===== src/rtl/bcd_n_line_decoder_if.sv =====
// Handshake and decoded-line bundle for bcd_n_line_decoder.
// err_cnt exists only when DEC_ERR_CNT_EN is defined.
interface bcd_n_line_decoder_if;
  logic       in_valid;
  logic       in_ready;
  logic [3:0] Y_n;
  logic [8:0] I_n;
  logic [3:0] digit;
  logic       out_valid;
  logic       err;
  logic       err_sticky;
  logic       err_clr;
`ifdef DEC_ERR_CNT_EN
  logic [7:0] err_cnt;
`endif

  modport master (
    output in_valid, Y_n, err_clr,
    input  in_ready, I_n, digit, out_valid, err, err_sticky
`ifdef DEC_ERR_CNT_EN
    , input err_cnt
`endif
  );

  modport slave (
    input  in_valid, Y_n, err_clr,
    output in_ready, I_n, digit, out_valid, err, err_sticky
`ifdef DEC_ERR_CNT_EN
    , output err_cnt
`endif
  );
endinterface


===== src/rtl/bcd_n_line_decoder.sv =====
// Registered inverted-BCD to 9-line active-low decoder with programmable dwell.
// Optional saturating illegal-code counter enabled by DEC_ERR_CNT_EN.
module bcd_n_line_decoder #(
  parameter int unsigned HOLD_CYCLES = 4,
  parameter bit          RETURN_IDLE = 1'b1
) (
  input  logic                 clk,
  input  logic                 rst,
  bcd_n_line_decoder_if.slave  bus
);
  localparam int unsigned CW = 8;
  localparam int unsigned LW = 9;
  localparam int unsigned DW = 4;
  localparam logic [CW-1:0] RELOAD = CW'(HOLD_CYCLES - 1);

  typedef enum logic {IDLE, HOLD} state_t;

  state_t        state_q, state_d;
  logic [CW-1:0] cnt_q, cnt_d;
  logic [LW-1:0] i_n_q, i_n_d;
  logic [DW-1:0] digit_q, digit_d;
  logic          out_valid_q, out_valid_d;
  logic          err_q, err_d;
  logic          sticky_q, sticky_d;
  logic          ready_q, ready_d;
  logic          load;
  logic          accept;
  logic [DW-1:0] dec_digit;
  logic          dec_legal;
  logic [LW-1:0] dec_lines;

  assign accept = bus.in_valid & ready_q;

  // Code-to-lines decode; digit 0 and illegal codes leave every line high
  always_comb begin
    dec_digit = ~bus.Y_n;
    dec_legal = (dec_digit <= DW'(9));
    dec_lines = '1;
    if (dec_legal && (dec_digit != DW'(0)))
      dec_lines = ~(LW'(1) << (dec_digit - DW'(1)));
  end

  always_comb begin
    state_d     = state_q;
    cnt_d       = cnt_q;
    i_n_d       = i_n_q;
    digit_d     = digit_q;
    out_valid_d = out_valid_q;
    err_d       = err_q;
    load        = 1'b0;
    case (state_q)
      IDLE: begin
        if (accept) load = 1'b1;
      end
      HOLD: begin
        if (cnt_q != '0) begin
          cnt_d = cnt_q - CW'(1);
        end else if (accept) begin
          load = 1'b1;
        end else begin
          state_d     = IDLE;
          out_valid_d = 1'b0;
          err_d       = 1'b0;
          if (RETURN_IDLE) begin
            i_n_d   = '1;
            digit_d = '0;
          end
        end
      end
      default: state_d = IDLE;
    endcase
    if (load) begin
      state_d     = HOLD;
      cnt_d       = RELOAD;
      i_n_d       = dec_lines;
      digit_d     = dec_digit;
      out_valid_d = 1'b1;
      err_d       = ~dec_legal;
    end
    // Ready is registered, so it is derived from the next state/count
    ready_d = (state_d == IDLE) || (cnt_d == '0);
  end

  // Set wins over a coincident clear
  always_comb begin
    sticky_d = sticky_q;
    if (bus.err_clr) sticky_d = 1'b0;
    if (accept && !dec_legal) sticky_d = 1'b1;
  end

  always_ff @(posedge clk or posedge rst) begin
    if (rst) begin
      state_q     <= IDLE;
      cnt_q       <= '0;
      i_n_q       <= '1;
      digit_q     <= '0;
      out_valid_q <= 1'b0;
      err_q       <= 1'b0;
      sticky_q    <= 1'b0;
      ready_q     <= 1'b1;
    end else begin
      state_q     <= state_d;
      cnt_q       <= cnt_d;
      i_n_q       <= i_n_d;
      digit_q     <= digit_d;
      out_valid_q <= out_valid_d;
      err_q       <= err_d;
      sticky_q    <= sticky_d;
      ready_q     <= ready_d;
    end
  end

  assign bus.in_ready   = ready_q;
  assign bus.I_n        = i_n_q;
  assign bus.digit      = digit_q;
  assign bus.out_valid  = out_valid_q;
  assign bus.err        = err_q;
  assign bus.err_sticky = sticky_q;

`ifdef DEC_ERR_CNT_EN
  localparam int unsigned EW = 8;
  logic [EW-1:0] errcnt_q, errcnt_d;

  // Clear first, then a saturating increment, so clear+increment yields 1
  always_comb begin
    errcnt_d = errcnt_q;
    if (bus.err_clr) errcnt_d = '0;
    if (accept && !dec_legal && (errcnt_d != '1)) errcnt_d = errcnt_d + EW'(1);
  end

  always_ff @(posedge clk or posedge rst) begin
    if (rst) errcnt_q <= '0;
    else     errcnt_q <= errcnt_d;
  end

  assign bus.err_cnt = errcnt_q;
`endif
endmodule


===== src/flat_wrapper.sv =====
// flat-port wrapper written by rule: the top's interface ports become plain ports
module bcd_n_line_decoder_flat 
#(
  parameter int unsigned HOLD_CYCLES = 4,
  parameter bit          RETURN_IDLE = 1'b1
)
  (clk, rst, bus_in_valid, bus_Y_n, bus_err_clr, bus_in_ready, bus_I_n, bus_digit, bus_out_valid, bus_err, bus_err_sticky);
  bcd_n_line_decoder_if bus_i ();
  input  logic clk;
  input  logic rst;
  input wire logic [$bits(bus_i.in_valid)-1:0] bus_in_valid;
  input wire logic [$bits(bus_i.Y_n)-1:0] bus_Y_n;
  input wire logic [$bits(bus_i.err_clr)-1:0] bus_err_clr;
  output wire logic [$bits(bus_i.in_ready)-1:0] bus_in_ready;
  output wire logic [$bits(bus_i.I_n)-1:0] bus_I_n;
  output wire logic [$bits(bus_i.digit)-1:0] bus_digit;
  output wire logic [$bits(bus_i.out_valid)-1:0] bus_out_valid;
  output wire logic [$bits(bus_i.err)-1:0] bus_err;
  output wire logic [$bits(bus_i.err_sticky)-1:0] bus_err_sticky;
  assign bus_i.in_valid = bus_in_valid;
  assign bus_i.Y_n = bus_Y_n;
  assign bus_i.err_clr = bus_err_clr;
  assign bus_in_ready = bus_i.in_ready;
  assign bus_I_n = bus_i.I_n;
  assign bus_digit = bus_i.digit;
  assign bus_out_valid = bus_i.out_valid;
  assign bus_err = bus_i.err;
  assign bus_err_sticky = bus_i.err_sticky;
  bcd_n_line_decoder #(.HOLD_CYCLES(HOLD_CYCLES), .RETURN_IDLE(RETURN_IDLE)) u_core (.clk(clk), .rst(rst), .bus(bus_i));
endmodule

===== config.mk =====
export PLATFORM = sky130hd
export DESIGN_NAME = bcd_n_line_decoder_flat
export DESIGN_NICKNAME = d
export VERILOG_FILES = /design/src/rtl/bcd_n_line_decoder_if.sv /design/src/rtl/bcd_n_line_decoder.sv /design/src/flat_wrapper.sv
export SDC_FILE = /design/constraint.sdc
export NUM_CORES = 1
export LEC_CHECK = 0
export CAP_MARGIN = 30
export CORE_MARGIN = 2
export CORE_UTILIZATION = 50
export CTS_CLUSTER_DIAMETER = 60
export CTS_CLUSTER_SIZE = 40
export DETAILED_ROUTE_END_ITERATION = 10
export GPL_TIMING_DRIVEN = 0
export PLACE_DENSITY = 0.78
export SLEW_MARGIN = 20
export SYNTH_ARGS = -nofsm -noshare
export SYNTH_HDL_FRONTEND = slang
export SYNTH_SLANG_ARGS = --single-unit

===== constraint.sdc =====
create_clock -name clk -period 2.35 [get_ports clk]
set_clock_uncertainty 0.15 [all_clocks]
set_input_delay 0.5875 -clock clk [delete_from_list [all_inputs] [get_ports clk]]
set_output_delay 0.5875 -clock clk [all_outputs]
set_load 0.01 [all_outputs]

Word-level counts from Yosys, hierarchy flattened
Cells that the tools add are included.

operators by class
  bitwise gates (word level) = 6
  equality and inequality tests = 2
  shift operators = 1
  reduce and logical (&&, ||, !) cells = 10
  $add $sub $neg = 2
  mux-type cells = 25
  magnitude comparators = 1

operators by type and width
  operator                                                            count
  9-bit 2-to-1 mux                                                    5
  8-bit 2-to-1 mux                                                    3
  4-bit 2-to-1 mux                                                    4
  1-bit 2-to-1 mux                                                    12
  9-bit inverter                                                      1
  1-bit by 4-bit << shifter with 9-bit output, first input constant   1
  8-bit logical NOT                                                   1
  8-bit nonzero test                                                  1
  8-bit by 1-bit subtractor with 8-bit output, second input constant  1
  4-bit less-or-equal comparator, second input constant               1
  2-bit by 1-bit != test with 1-bit output, second input constant     2
  4-bit inverter                                                      1
  2-bit nonzero test                                                  2
  4-bit nonzero test                                                  1
  4-bit by 1-bit subtractor with 4-bit output, second input constant  1
  1-bit inverter                                                      3
  3-bit AND reduction                                                 1
  1-bit logical AND                                                   2
  1-bit one-hot mux with 2 select lines                               1
  1-bit AND                                                           1
  1-bit logical NOT                                                   1
  1-bit logical OR                                                    1

word-level totals
  word-level logic and storage cells = 55
  bits in registers = 26
  bits of input ports = 8
  output and inout port bits = 17

Longest topological paths before layout
  word-level depth = 7
  mapped depth = 8
  mapped depth without buffers = 7

Least setup slack after synthesis
Ideal clock, no wire load.

  path type = reg2reg
  start = reg u_core.cnt_q[0]
  end = reg u_core.i_n_q[8], in the netlist u_core.bus.I_n[8]
  cell stages (with the launch flop) = 7
  required time = 2116 ps
  setup slack = 359 ps
  arrival = 1758 ps
  library setup time = 84 ps
  path buffers = 0
  cells stage by stage = dfrtp_1 inv_1 ha_1 nor3b_1 a21boi_2 or3_4 o32a_1

between the ends
  word-level cells in the longest chain between the ends = 5
  elaborated cells between the ends (all ways) = 8

ends and longest elaborated chain
  what                                                                                      line                       text
  start, declared                                                                           bcd_n_line_decoder.sv:19   logic [CW-1:0] cnt_q, cnt_d;
  start signal, assigned                                                                    bcd_n_line_decoder.sv:103  cnt_q <= cnt_d;
  8-bit nonzero test (*)                                                                    bcd_n_line_decoder.sv:56   if (cnt_q != '0) begin
  1-bit 2-to-1 mux                                                                          bcd_n_line_decoder.sv:56
  1-bit one-hot mux with 2 select lines                                                     bcd_n_line_decoder.sv:51   case (state_q)
  2-bit by 1-bit != test with 1-bit output (no line) or 2-bit nonzero test (tied branches)  -
  3-bit AND reduction (no line)                                                             -
  end signal, assigned                                                                      bcd_n_line_decoder.sv:104  i_n_q <= i_n_d;
  end, declared                                                                             bcd_n_line_decoder.sv:20   logic [LW-1:0] i_n_q, i_n_d;

Mark *: on every way between the ends. The rest lies on a longest branch, timed or not.
A chain may end at the register's enable or synchronous reset.

Final worst setup path
Same ends and word-level chain as after synthesis.

==> results.yml <==
floorplanning:
  die_w_um: 53.8
  num_rows: 18
  io_pins: 25
  die_area_um2: 2900
  core_um2: 2410
  die_y_um: 53.8
  initial_utilization_pct: 51.5
setup_path:
  critPathLaunchType: "flop"
  cp_max_fo: 6
  critPathLaunch: "u_core.cnt_q[0]$_DFF_PP0_"
  required_ns: 2.44
  rr_startpoint: "u_core.cnt_q[0]$_DFF_PP0_"
  worstSetupPathType: "flop to flop"
  reg2reg_depth: 6
  end_kind: "flop"
  rrSetupSlack_ns: 0.15
  rr_endpoint: "u_core.bus.I_n[8]$_DFFE_PP1P_"
  worstPathArrival_ns: 2.29
  crit_path_end: "u_core.bus.I_n[8]$_DFFE_PP1P_"
clock_tree:
  clockRootBuffer: "clkbuf_4"
  numCtsBuffers: 3
  cts_max_level: 1
  path_clk_slew_ns: 0.13
  clockBufferDepth: 2
  cts_sinks: 26
  cts_resized: 0
  cts_tree: "built"
  postCtsHoldBufs: 0
  clk_latency_ns: 0.30
  postCtsSetupBuffers: 0
detailed_routing:
  ant_nets: 0
  drt_iter0_drc: 14
  vias: 973
  vias_per_cell: 5.41
  drcViolationCount: 0
  route.detailed.wl_per_inst_um: 13.6
  wirelength_mm: 2.45
  firstDrtPassIters: 4
power:
  pwr-share-clk_pct: 27.5
  swShare_pct: 20.1
  fin_total_pwr_uw: 663
  switchingPower_uw: 133
  pwr-share-seq_pct: 67.7
  power.leakage_nw: 0.621
  p_comb_share_pct: 4.9
  p_per_area_nw_per_um2: 425
  irDropWorstVdd_v: 0.000259
  p_int_uw: 529
placed_design:
  port-buffer-count: 24
  post-dp-hpwl_mm: 1.83
  numPlacedInstances: 175
  place_area_um2: 1520
  place_ws_ns: 0.149
  place_congestion: 0.861
final_layout:
  layout.nets: 161
  layout_commonest_cell: "clkdlybuf4s50_1"
  final_util_pct: 64.7
  instances_no_fill: 180
  drive_gt1_share_pct: 17.3
  most-common-layout-cells: "clkdlybuf4s50_1, nand2_1, nor2_1, dfrtp_1, dfstp_2"
  syn_to_final_growth_pct: 25.7
  finalInstanceArea_um2: 1560
  num_antenna_cells: 0
logic_synthesis:
  ys_seq_area_share_pct: 53.4
  syn_nets: 131
  ys_seq_elements: 26
  synth_edf_count: 0
  ys_types: 37
  synth.avg_cell_area_um2: 10.3
  async_reset_ff_share_pct: 100
  syn-cell-area_um2: 1240
  yosys_warnings: 0
  postSynthCellCount: 121
  synth_top_flop_cell: "dfrtp_1"
timing:
  whs_ns: 0.348
  setup_viol: 0
  fmax_mhz: 455
  fin_crit_ns: 2.20
  worst_pin_slew_ns: 0.537
  rsz0062_at_grt: "no"
  maxSlewHeadroom_pct: 64.2
  hold_viol_final: 0
  finalCritPeriodShare_pct: 93.5
  setup_slack_ns: 0.153
  fin_setup_tns_ns: 0
  report.final.slew_viol_count: 0
hold_path:
  hold_class: "flop to flop"
grt:
  grt_overflow_total: 0
  grt_max_degree: 27
  grt_pass1_wl_mm: 3.93
  antenna_found_initial: 0
  grt_pass1_vias: 878
  groute.usage.overall_pct: 19.0
status:
  status: "complete, no violations"
flow_run:
  cap_viol_max_count: 0
[layer usage]
metal  track usage, %  routed length (um)
met2             32.1                1190
met4             5.13                  13
met5                0                   0
met3             3.06                  83
met1             25.1                1170
[how the worst min path moves through the flow]
stage	startpoint	end	slack (ns)	depth (start not counted)
2_1_floorplan	u_core.cnt_q[0]$_DFF_PP0_	u_core.cnt_q[0]$_DFF_PP0_	0.35	1
3_3_place_gp	u_core.bus.out_valid$_DFFE_PP0P_	u_core.bus.out_valid$_DFFE_PP0P_	0.31	2
3_5_place_dp	u_core.bus.digit[3]$_DFFE_PP0P_	u_core.bus.digit[3]$_DFFE_PP0P_	0.33	2
4_1_cts	u_core.bus.digit[3]$_DFFE_PP0P_	u_core.bus.digit[3]$_DFFE_PP0P_	0.36	2
5_1_grt	u_core.bus.I_n[8]$_DFFE_PP1P_	u_core.bus.I_n[8]$_DFFE_PP1P_	0.39	1
6_report	u_core.bus.digit[3]$_DFFE_PP0P_	u_core.bus.digit[3]$_DFFE_PP0P_	0.35	2
[logic make-up after synthesis]
logic type,after synthesis,synth area share [%]
AND/OR/NAND/NOR,53,21.3
AO/OA/AOI/OAI,26,14.9
flip-flops,26,53.4
buffers and inverters,8,4.03
XOR/XNOR,5,3.53
adder cells (fa/ha/maj),2,2.02
multiplexers,1,0.806
[registers in the layout (all words and copies together) (netlist names)]
| register | count |
|---|---|
| u_core.bus.digit | 4 |
| u_core.bus.I_n | 9 |
| u_core.cnt_q | 8 |
| u_core.state_q | 1 |
| u_core.bus.out_valid | 1 |
| u_core.bus.in_ready | 1 |
| u_core.bus.err_sticky | 1 |
| u_core.bus.err | 1 |
[cell usage after synthesis, types with 2 or more instances]
cell type  instances  area, um^2
a21oi_1            7        35.0
buf_6              2        22.5
dfrtp_1           16         400
dfstp_2           10         263
ha_1               2        25.0
inv_1              4        15.0
nand2_1           19        71.3
nand3_1            2        10.0
nand3b_1           4        30.0
nor2_1            16        60.1
nor3_1             2        10.0
nor3b_1            2        15.0
o21ai_0            4        20.0
o22a_1             2        17.5
o22a_2             2        20.0
o31ai_1            2        15.0
o32a_1             2        20.0
xnor2_1            4        35.0
[power groups by stage]
stage	logic, mW	registers, mW	clock network [mW]
2_1_floorplan	0.0108	0.456	0
3_3_place_gp	0.0294	0.456	0
3_5_place_dp	0.0300	0.456	0
4_1_cts	0.0299	0.448	0.191
5_1_grt	0.0362	0.449	0.209
6_report	0.0323	0.448	0.182
[cell type report]
cell class | instances | area, um^2
plain buffers | 4 | 35.0
inverters | 4 | 15.0
fillers | 197 | 850
clock buffers | 4 | 26.3
multi-input cells | 87 | 528
repair buffers | 25 | 255
well taps | 30 | 37.5
flip-flops and latches | 26 | 663
[critical path: stages (launching register included)]
cell	delay [ns]
dfrtp_1	0.46
inv_1	0.11
ha_1	0.16
nor3b_1	0.32
a21boi_2	0.17
or3_4	0.43
o32a_1	0.34
No activity file was read; power rests on OpenSTA's default activity.
